--- src/rtl/nibble_serial_addsub.sv ---
// nibble_serial_addsub: multi-cycle WIDTH-bit add/subtract built around a
// single 4-bit carry-lookahead adder, processing one nibble per cycle, LSB
// nibble first, with the carry chained through a register.
//
// Ports:
//   clk, rst_n            clock (rising edge), async active-low reset
//   in_valid / in_ready   operand request handshake (op_a, op_b, sub)
//   out_valid / out_ready result handshake (result, carry_out, overflow)
//   sub                   0: op_a + op_b, 1: op_a - op_b
//   carry_out             final nibble carry; for subtract 1 means no borrow
//   overflow              two's-complement signed overflow
//   busy                  high while an operation is in RUN or DONE

// cla_adder: 4-bit carry-lookahead adder.
//   a, b, cin -> sum, cout
module cla_adder (
  input  logic [3:0] a,
  input  logic [3:0] b,
  input  logic       cin,
  output logic [3:0] sum,
  output logic       cout
);
  logic [3:0] g;
  logic [3:0] p;
  logic [4:0] c;

  always_comb begin
    g    = a & b;
    p    = a ^ b;
    c[0] = cin;
    c[1] = g[0] | (p[0] & cin);
    c[2] = g[1] | (p[1] & g[0]) | (p[1] & p[0] & cin);
    c[3] = g[2] | (p[2] & g[1]) | (p[2] & p[1] & g[0]) | (p[2] & p[1] & p[0] & cin);
    c[4] = g[3] | (p[3] & g[2]) | (p[3] & p[2] & g[1]) | (p[3] & p[2] & p[1] & g[0])
         | (p[3] & p[2] & p[1] & p[0] & cin);
    sum  = p ^ c[3:0];
    cout = c[4];
  end
endmodule

module nibble_serial_addsub #(
  parameter int WIDTH = 16
) (
  input  logic             clk,
  input  logic             rst_n,
  input  logic             in_valid,
  output logic             in_ready,
  input  logic [WIDTH-1:0] op_a,
  input  logic [WIDTH-1:0] op_b,
  input  logic             sub,
  output logic             out_valid,
  input  logic             out_ready,
  output logic [WIDTH-1:0] result,
  output logic             carry_out,
  output logic             overflow,
  output logic             busy
);
  localparam int NIB = WIDTH / 4;
  localparam int IW  = (NIB > 1) ? $clog2(NIB) : 1;

  generate
    if ((WIDTH % 4) != 0 || WIDTH < 8) begin : g_bad_width
      $error("nibble_serial_addsub: WIDTH must be a multiple of 4 and >= 8");
    end
  endgenerate

  typedef enum logic [1:0] {IDLE, RUN, DONE} state_t;

  state_t          state;
  state_t          state_n;
  logic [WIDTH-1:0] a_r;
  logic [WIDTH-1:0] b_r;
  logic             carry_r;
  logic [IW-1:0]    idx;
  logic [IW+1:0]    bit_lo;
  logic [3:0]       nib_sum;
  logic             nib_cout;
  logic             last;
  logic             accept;

  assign bit_lo = {idx, 2'b00};
  assign last   = (idx == IW'(NIB - 1));
  // in_ready is a registered image of state==IDLE, so this is the accept edge.
  assign accept = (state == IDLE) && in_valid && in_ready;

  cla_adder u_cla (
    .a    (a_r[bit_lo +: 4]),
    .b    (b_r[bit_lo +: 4]),
    .cin  (carry_r),
    .sum  (nib_sum),
    .cout (nib_cout)
  );

  always_ff @(posedge clk or negedge rst_n) begin
    if (!rst_n) state <= IDLE;
    else        state <= state_n;
  end

  always_comb begin
    state_n = state;
    case (state)
      IDLE:    if (in_valid && in_ready) state_n = RUN;
      RUN:     if (last)                 state_n = DONE;
      DONE:    if (out_ready)            state_n = IDLE;
      default:                           state_n = IDLE;
    endcase
  end

  // Handshake/status outputs are registered from the next state so they line
  // up with the state register without any combinational path.
  always_ff @(posedge clk or negedge rst_n) begin
    if (!rst_n) begin
      in_ready  <= 1'b1;
      out_valid <= 1'b0;
      busy      <= 1'b0;
    end else begin
      in_ready  <= (state_n == IDLE);
      out_valid <= (state_n == DONE);
      busy      <= (state_n != IDLE);
    end
  end

  always_ff @(posedge clk or negedge rst_n) begin
    if (!rst_n) begin
      a_r       <= '0;
      b_r       <= '0;
      carry_r   <= 1'b0;
      idx       <= '0;
      result    <= '0;
      carry_out <= 1'b0;
      overflow  <= 1'b0;
    end else begin
      if (accept) begin
        // Subtract as a + ~b + 1: invert b once here and seed the carry.
        a_r     <= op_a;
        b_r     <= sub ? ~op_b : op_b;
        carry_r <= sub;
        idx     <= '0;
        result  <= '0;
      end else if (state == RUN) begin
        result[bit_lo +: 4] <= nib_sum;
        carry_r             <= nib_cout;
        idx                 <= idx + IW'(1);
        if (last) begin
          carry_out <= nib_cout;
          overflow  <= (a_r[WIDTH-1] == b_r[WIDTH-1]) && (nib_sum[3] != a_r[WIDTH-1]);
        end
      end
    end
  end
endmodule

--- config.mk ---
export PLATFORM = sky130hd
export DESIGN_NAME = nibble_serial_addsub
export DESIGN_NICKNAME = d
export VERILOG_FILES = /design/src/rtl/nibble_serial_addsub.sv
export SDC_FILE = /design/constraint.sdc
export NUM_CORES = 1
export LEC_CHECK = 0
export BUFFER_PORTS_ARGS = -buffer_cell sky130_fd_sc_hd__clkbuf_2
export CAP_MARGIN = 20
export CORE_UTILIZATION = 54
export CTS_CLUSTER_SIZE = 24
export DETAILED_ROUTE_END_ITERATION = 10
export PLACE_DENSITY = 0.82
export SLEW_MARGIN = 30
export SYNTH_ARGS = -nofsm -noshare
export SYNTH_HDL_FRONTEND = slang
export SYNTH_HIERARCHICAL = 1
export SYNTH_SLANG_ARGS = --single-unit
--- constraint.sdc ---
create_clock -name clk -period 3.6 [get_ports clk]
set_input_delay 0.36 -clock clk [delete_from_list [all_inputs] [get_ports clk]]
set_output_delay 0.36 -clock clk [all_outputs]
set_load 0.005 [all_outputs]
==> results.md, run 1 <==
Run status:
- The flow ran to the end, and the final reports show no timing, DRC or antenna violations.

Synth:
- The top cell type by total area after synthesis is sky130_fd_sc_hd__dfrtp_1.
- By count the netlist is led by sky130_fd_sc_hd__nand2_1, sky130_fd_sc_hd__dfrtp_1, sky130_fd_sc_hd__xnor2_1.
- Synthesis inferred 58 register bits.
- Sequential cells were found to cover 51.21% of the synthesized design area.
- Yosys printed 6 warnings.
- Counting every net in the synthesized netlist gives 301.
- The area fraction of the dominant cell type after synthesis is 50.29%.
- In the synthesized netlist the dominant register cell turns out to be sky130_fd_sc_hd__dfrtp_1.
- The number of distinct library cells after synthesis is 39.
- The fraction of synthesis flops using an asynchronous set or reset pin is 100.0%.
- The count of flip-flops with a built-in enable after synthesis is 0.
- The synthesized netlist occupies a cell area of 2836 µm².
- After synthesis, the mean cell area works out to 11.21 µm².
- Synthesis handed over a netlist of 253 instances.
- Ranked by total cell area, the synthesized netlist is headed by sky130_fd_sc_hd__dfrtp_1, sky130_fd_sc_hd__nand2_1, sky130_fd_sc_hd__xnor2_1, sky130_fd_sc_hd__ha_1, sky130_fd_sc_hd__mux4_2.
- The dominant cell by count in the synthesized netlist is sky130_fd_sc_hd__nand2_1.

Power and ir drop:
- IR analysis of the VDD net gives a maximum drop of 0.4124 mV.
- Net switching is 38.96% of the power.
- For this design the static power due to leakage is 1.729 nW.
- The portion of total power attributed to the clock network is 21.4%.
- The part of the total power dissipated in combinational logic is 44.0%.
- The internal power component is approximately 2 mW.
- The net switching power is between 1 and 1.5 mW.
- The areal power density over the cells is 966.8 nW/µm².
- Of the total power, registers draw 34.6%.

Critical path:
- On the worst path, the slowest cell contributes a delay of 640 ps.
- The startpoint class of the critical path is a flip-flop.
- The data required time of the worst path is around 3800 ps.
- The arrival time at the worst endpoint is 3140 ps.
- The slowest stage cell on the critical path is sky130_fd_sc_hd__mux4_1.
- In this run the worst path has a maximum fanout of 7.
- The sort of element at the end of the critical path is a flip-flop.
- The signal on the critical path passes through mux4_1 > ha_1 > a21o_1 > a31o_1 > xor2_1 > o22ai_1 > mux2_2.
- The dominant delay contributor by cell family on the critical path is multiplexers.
- Together, buffers and inverters on the worst path number 0.
- The worst setup path is of the flip-flop to flip-flop kind.

Clock network:
- The H-tree was split into 3 levels.
- The clock tree from TritonCTS is built.
- CTS saw a little under 60 sinks.
- The number of buffers inserted to repair setup after CTS is 0.
- The number of instances resized during post-cts repair is 0.
- In this run the deepest clock path goes through 2 buffers.
- The clock input transition at the sequential cells of the worst setup and hold paths is 70 ps.
- The cell sitting at the root of the clock tree is a sky130_fd_sc_hd__clkbuf_8.
- After clock tree synthesis, the flow added hold-fix buffers numbering 0.
- The total clock buffers created by CTS is 9.
- The worst-skew pair later-pin latency is ~340 ps.

Routing:
- The residual DRC count is 0.
- The first detailed-routing pass ran for 5 iterations.
- In this run the remaining antenna-violating nets after routing total 0.
- The sum of routed wire length over all layers is between 5000 and 6000 µm.
- The first routing iteration left 77 violations.
- In the final routed layout, each cell accounts on average for approximately 14 µm.
- Using the TritonRoute via totals, the vias-per-cell ratio works out to between 5 and 6.
- The total via count in the routed design is 2,026.

STA:
- The worst path needs 2910 ps of the cycle, external delays included.
- For the final database, setup skew stands at 7.765 ps.
- For the pin with the worst max-slew slack, the measured transition is between 700 and 800 ps.
- The relative slew slack is 48.03%.
- Setup repair after global routing left no endpoint under its margin.
- The final count of pins violating max slew is 0.
- The number of failing hold endpoints at the final stage was 0.
- The period utilization is 80.84%.
- After routing, the total negative slack on setup checks comes to 0 ps.
- Derived from the worst setup path, the maximum achievable clock frequency is 343.6 MHz.
- The final number of setup-violating endpoints is 0.

Placement:
- The routability congestion estimate is 0.7770.
- After legalization and detailed placement, the total HPWL measured 4014 µm.
- In this run the tool buffered the top-level ports with 57 buffer cells.

Finish:
- The post-route netlist has 28.80% of its cells at a drive strength greater than 1.
- The number of antenna repair diodes is 0.
- Registers take approximately 1500 µm².
- The net count of the finished layout is 359.
- Counting the fill cells in the layout gives 410.
- The area growth from synthesis to final layout is 19.72%.
- Summing all multi-input logic gate instances after layout gives between 1000 and 1500 µm².
- The final cell utilization of the core is 66.91%.

Die:
- The starting density of the core is 55.89%.
- The width of the chip is between 70 and 80 µm.
- Pin placement for this block handled 58 I/O pins.
- The core region is 5075 µm².
- Row generation in the floorplan step produced 26 rows.
- The floorplan step defined a die boundary enclosing 5547 µm².
- The die is 74.48 µm tall.

Run:
- Max-cap violations in this run came to 0.

Global routing:
- The overall track demand over capacity in global routing is 23.57%.
- The first-pass GRT wire length is 9301 µm.
- The maximum number of pins on one net before global-route repair is 53.
- The number of antenna violations at the first check in global routing is 0.
- The via count of the first global-routing pass is ~2,000.
- The global-route congestion overflow total is 0.

Worst hold path:
- The worst hold path belongs to the class primary input to asynchronous set/reset pin.
[path summary, 6_finish.rpt]
kind / from / end / slack, ps / cells after the start
setup / recovery: idx[0]$_DFFE_PN0P_ / overflow$_DFFE_PN0P_ / 690 / 7
hold / removal: rst_n / a_r[0]$_DFFE_PN0P_ / 90 / 1
setup reg to reg: idx[0]$_DFFE_PN0P_ / overflow$_DFFE_PN0P_ / 690 / 7
hold reg to reg: b_r[4]$_DFFE_PN0P_ / b_r[4]$_DFFE_PN0P_ / 480 / 2
max in group asynchronous: rst_n / b_r[3]$_DFFE_PN0P_ / 2730 / 2
min in group clk: op_a[9] / a_r[9]$_DFFE_PN0P_ / 200 / 3
[cells in the final DEF (no fill, tap or decap), drive strengths merged, types with 2 or more instances in the layout]
cell     n
nand2   74
inv      7
ha      10
a21oi    5
o21ai   17
a21o     3
clkbuf  68
bufinv   2
nand3    2
a22o    12
a32o     4
dfrtp   57
mux4     8
buf      4
nand2b   2
mux2     2
xnor2   18
nor4b    2
[power groups by stage]
stage / clock [mW] / sequential, mW / combinational (mW)
floorplan: 0 / 1.07 / 1.10
global placement: 0 / 1.13 / 1.37
detailed placement: 0 / 1.14 / 1.45
CTS: 0.714 / 1.13 / 1.46
global route: 0.738 / 1.17 / 1.62
finish: 0.704 / 1.13 / 1.44
[state kept, by name, indices dropped and copies added (netlist names)]
| register | count |
|---|---|
| a_r | 16 |
| b_r | 16 |
| result | 16 |
| idx | 2 |
| state | 2 |
| busy | 1 |
| carry_out | 1 |
| carry_r | 1 |
| in_ready | 1 |
| out_valid | 1 |
| overflow | 1 |
[cells by family after synthesis]
logic type	count (synthesis)	share of synthesized area (%)
fa+ha+maj	11	5.117
mux	10	7.543
compound gates	45	10.81
xor+xnor	19	5.867
flops	58	51.21
simple gates	90	15.75
buf+inv	20	3.705
[per-stage QoR]
| stage | instance area (µm²) | setup slack [ps] | std cells | hold slack, ps | total power [mW] |
|---|---|---|---|---|---|
| CTS | 3396 | 656.2 | 386 | 146.6 | 3.304 |
| detailed placement | 3158 | 665.5 | 370 | 463.3 | 2.590 |
| floorplan | 2836 | 817.5 | 253 | 64.41 | 2.170 |
| global route | 3396 | 501.6 | 386 | 158.1 | 3.527 |
| finish | 3396 | 689.9 | 386 | 92.16 | 3.283 |
| global placement | 3158 | 776.6 | 370 | 456.0 | 2.504 |
[cell type report]
| class | instances | share of cell area [%] |
|---|---|---|
| Sequential cell | 58 | 42.78 |
| Timing Repair Buffer | 60 | 9.064 |
| Clock buffer | 12 | 4.864 |
| Clock inverter | 4 | 2.137 |
| Multi-Input combinational cell | 175 | 37.80 |
| Tap cell | 70 | 2.579 |
| Inverter | 7 | 0.7738 |
[layer usage]
layer  wire length (µm)  track usage (%)  vias to the layer above
li1                   -                -                      987
met1               2516            27.98                      970
met2               2725            38.64                       56
met3                242            7.317                       13
met4                107            12.16                        0
met5                  0                0                        -
No activity file was read; power rests on OpenSTA's default activity.
==> run 2: changes to the inputs <==
ABC_AREA = 1   (was unset)
CORE_UTILIZATION = 50   (was 54)
PLACE_DENSITY = 0.79   (was 0.82)
clock period = 2.6 ns   (was 3.6 ns; I/O delays follow)
==> results.md, run 2 <==
Run status:
- The run finished with clean final reports.

Routing:
- The total via count in the routed design is 2,611.
- Using the TritonRoute via totals, the vias-per-cell ratio works out to roughly 5.0.
- The number of routed nets with antenna violations is 0.
- In the final routed layout, each cell accounts on average for 11.98 µm.
- The number of design-rule violations left by the first detailed-router iteration is 115.
- The residual DRC count is 0.
- The sum of routed wire length over all layers is approximately 6300 µm.
- The count of TritonRoute iterations in the first routing pass is 4.

Placement:
- In this run the tool buffered the top-level ports with 57 buffer cells.
- The routability congestion estimate is 0.8950.
- Once detailed placement completed, the half-perimeter wirelength came to 4444 µm.

Synth:
- Summing the areas of all and, or, nand and nor instances in the mapped netlist gives 26.93% of the synthesized area.
- In the post-synthesis netlist, the biggest area contributors are sky130_fd_sc_hd__dfrtp_1, sky130_fd_sc_hd__nand2_1, sky130_fd_sc_hd__o21ai_0, sky130_fd_sc_hd__nor2_1, sky130_fd_sc_hd__nand3_1.
- By area, the combinational part of the netlist is dominated by simple AND/OR/NAND/NOR gates.
- The area share of fa/ha/maj cells after synthesis is 4.607%.
- The leading register cell type out of synthesis is sky130_fd_sc_hd__dfrtp_1.
- In the synthesized netlist, the cells that appear most often are sky130_fd_sc_hd__nand2_1, sky130_fd_sc_hd__dfrtp_1, sky130_fd_sc_hd__nor2_1.
- The post-synthesis mux area share is 0%.
- The netlist area before placement is 3151 µm².
- After synthesis, the mean cell area works out to between 8 and 9 µm².
- During synthesis, Yosys emitted a total of 6 warnings.
- The most common cell in the synthesized netlist is sky130_fd_sc_hd__nand2_1.
- The area fraction of the dominant cell type after synthesis is 45.27%.
- The fraction of synthesis flops using an asynchronous set or reset pin is between 90% and 100%.
- Counting every net in the synthesized netlist gives between 400 and 500.
- The flip-flop and latch count after synthesis is 58.
- The cell count after synthesis is around 390.
- Summing the areas of all compound-gate instances in the mapped netlist gives 9.015% of the synthesized area.
- The synthesized design spends more area on one cell type than any other, namely sky130_fd_sc_hd__dfrtp_1.
- The number of distinct library cells after synthesis is 28.
- After Yosys synthesis, XOR and XNOR cells account for under 10% of the synthesized area.
- The synthesized design contains 0 enable-type register cells.
- The sequential fraction of the synthesis area is 46.11%.

Power and ir drop:
- The share of total power dissipated in the clock network is 19.6%.
- VDD sags by at most 0.6292 mV.
- The share of total power consumed by net switching is 44.05%.
- The total chip power is between 4 and 5 mW.
- The share of total power dissipated in sequential elements is 30.5%.
- For this design the static power due to leakage is 1.956 nW.
- The areal power density over the cells is 1361 nW/µm².
- Of the total power, combinational logic draws 49.9%.
- The net switching power is 2.187 mW.
- The internal power component is 2.778 mW.

Worst hold path:
- The path class of the tightest hold or removal check is primary input to flip-flop.
- The number of cells on the worst hold path is 3.

Die:
- The width of the chip is 81.38 µm.
- The die footprint is 6623 µm².
- The floorplan has 28 rows.
- For this configuration, the core starts out at a cell density of between 50% and 60%.
- Pin placement for this block handled 58 I/O pins.
- The height of the chip is 81.38 µm.
- The core footprint is 5991 µm².

Global routing:
- The maximum number of pins on one net before global-route repair is 66.
- The first-pass GRT wire length is 10,790 µm.
- Summed over all layers, the global routing overflow is 0.
- The via count of the first global-routing pass is 2,436.
- For this run, the total global-route usage over all layers was measured as 22.01%.
- The number of antenna violations at the first check in global routing was 0.

STA:
- The final number of setup-violating endpoints is 0.
- The number of failing hold endpoints at the final stage is 0.
- The worst slack on hold paths is 105.8 ps.
- The relative slew slack is between 50% and 60%.
- Setup repair after global routing left no endpoint under its margin.
- The final count of pins violating max slew is 0.
- The fmax is 416.1 MHz.
- The final clock skew is 4.518 ps.
- Dividing the final minimum period by the clock period gives roughly 90%.
- The worst path needs 2403 ps of the cycle, external delays included.
- The measured slew at the worst slew-check pin is 659.0 ps.
- For the final routed database, the setup TNS stands at 0 ps.

Critical path:
- The sort of element at the end of the critical path is a flip-flop.
- The most critical setup path has its endpoint at result[5]$_DFFE_PN0P_.
- The cell count of the worst reg-to-reg path is 11.
- At the worst endpoint, the required time is 2880 ps.
- In this run the worst path has a maximum fanout of 15.
- The beginning of the worst register-to-register path is idx[1]$_DFFE_PN0P_.
- The arrival time at the worst endpoint is 2680 ps.
- The critical path is of the flip-flop to flip-flop type.
- In this run the critical register-to-register path is captured at result[5]$_DFFE_PN0P_.
- STA classifies the critical path startpoint as a flip-flop.
- The reg-to-reg setup timing slack is 200 ps.
- The critical path starts at idx[1]$_DFFE_PN0P_.

Clock network:
- The CTS H-tree depth is 3.
- The longest clock path from root to sink contains 2 buffers.
- The worst-skew pair later-pin latency is between 300 and 400 ps.
- TritonCTS built the clock tree.
- The tree is rooted in a sky130_fd_sc_hd__clkbuf_8.
- The number of clock buffers added by TritonCTS is 9.
- The clock input transition at the sequential cells of the worst setup and hold paths is 60 ps.
- Clock tree synthesis found a total of 58 sinks.

Finish:
- The net count of the finished layout is 492.
- The fraction of final layout cells sized beyond drive strength 1 is 20.27%.
- The library cells used most frequently in the layout, excluding fill and tap cells, are sky130_fd_sc_hd__nand2_1, sky130_fd_sc_hd__dfrtp_1, sky130_fd_sc_hd__clkbuf_2.
- The number of antenna repair diodes is 0.
- The largest registers in the layout are a_r (16), b_r (16), result (16).
- The most common cell after layout, fill and taps aside is sky130_fd_sc_hd__nand2_1.
- After filler insertion, the fill cell instance count of the layout stands at roughly 520.
- The multi-input combinational cells in the finished layout cover a total of 1426 µm².
- The area growth from synthesis to layout is 15.85%.
- The area taken by flip-flops and latches is 1453 µm².

Run:
- The max-cap check violation count is 0.
==> run 2: cell types whose count changed after synthesis, moves of 4 or more <==
cell / previous run / this run
sky130_fd_sc_hd__nand2_1: 74 / 125
sky130_fd_sc_hd__nor2_1: 1 / 43
sky130_fd_sc_hd__nand3_1: 2 / 31
sky130_fd_sc_hd__inv_1: 6 / 25
sky130_fd_sc_hd__o21ai_0: 17 / 35
sky130_fd_sc_hd__a22o_1: 12 / 0
sky130_fd_sc_hd__mux4_2: 5 / 0
sky130_fd_sc_hd__o21ai_2: 0 / 5
sky130_fd_sc_hd__a32o_1: 4 / 0
==> run 2: area by class of cell <==
| class | instances | share of cell area [%] |
|---|---|---|
| timing repair buffer | 62 | 8.913 |
| sequential | 58 | 39.80 |
| clock buffer | 12 | 4.525 |
| multi-input combinational | 286 | 39.08 |
| clock inverter | 4 | 1.988 |
| tap | 75 | 2.571 |
| inverter | 27 | 3.120 |
==> run 2: worst max-delay path: stages (launching register included) <==
cell and delay, ps:
sky130_fd_sc_hd__dfrtp_1 390, sky130_fd_sc_hd__clkinvlp_4 260, sky130_fd_sc_hd__a21oi_1 210, sky130_fd_sc_hd__o21ai_0 110, sky130_fd_sc_hd__nand2_1 100, sky130_fd_sc_hd__inv_1 60
sky130_fd_sc_hd__fa_1 440, sky130_fd_sc_hd__xnor2_1 350, sky130_fd_sc_hd__nand3_1 170, sky130_fd_sc_hd__nor2_1 120, sky130_fd_sc_hd__nand2_1 60, sky130_fd_sc_hd__nand2_1 70
==> run 2: cell families after synthesis <==
kind of cell	count (synthesis)
AOI/OAI and AO/OA	52
and+or+nand+nor	206
DFF	58
buffers and inverters	44
xor gates and xnor gates	17
adders and majority gates	11
==> run 2: how the worst min path moves through the flow <==
stage / end / slack (ps) / start
6_report: a_r[6]$_DFFE_PN0P_ / 110 / op_a[6]
5_1_grt: a_r[3]$_DFFE_PN0P_ / 90 / op_a[3]
4_1_cts: a_r[6]$_DFFE_PN0P_ / 100 / op_a[6]
3_5_place_dp: result[5]$_DFFE_PN0P_ / 240 / rst_n
3_3_place_gp: result[4]$_DFFE_PN0P_ / 240 / rst_n
2_1_floorplan: a_r[0]$_DFFE_PN0P_ / -40 / rst_n
==> run 2: stage by stage <==
step / setup WS (ps) / cells / utilization (%) / cell area [µm²]
2_1_floorplan: 445.7 / 388 / - / 3151
3_3_place_gp: 249.4 / 507 / 56.66 / 3395
3_5_place_dp: 162.4 / 507 / 56.66 / 3395
4_1_cts: 96.35 / 524 / 60.80 / 3642
5_1_grt: 24.78 / 524 / 60.92 / 3650
6_report: 196.9 / 524 / 60.92 / 3650
==> run 2: per-layer routing <==
metal	wire (µm)	vias to the layer above	global-route usage, %
li1	-	1343	-
met4	125	0	10.71
met2	3016	61	36.83
met3	237	12	5.843
met1	2897	1195	25.96
met5	0	-	0
==> run 2: power groups by stage <==
stage	sequential, mW	combinational [mW]	clock [mW]
3_3_place_gp	1.50	2.36	0
5_1_grt	1.55	2.84	1.04
6_report	1.51	2.48	0.976
2_1_floorplan	1.46	1.97	0
4_1_cts	1.50	2.46	0.997
3_5_place_dp	1.51	2.44	0
==> run 2: what timing repair did <==
action / CTS / global route
buffers inserted: 0 / 0
gates resized for setup: 0 / 2
setup endpoints to repair: 0 / 8
hold buffers: 1 / 0
hold endpoints to repair: 18 / 0
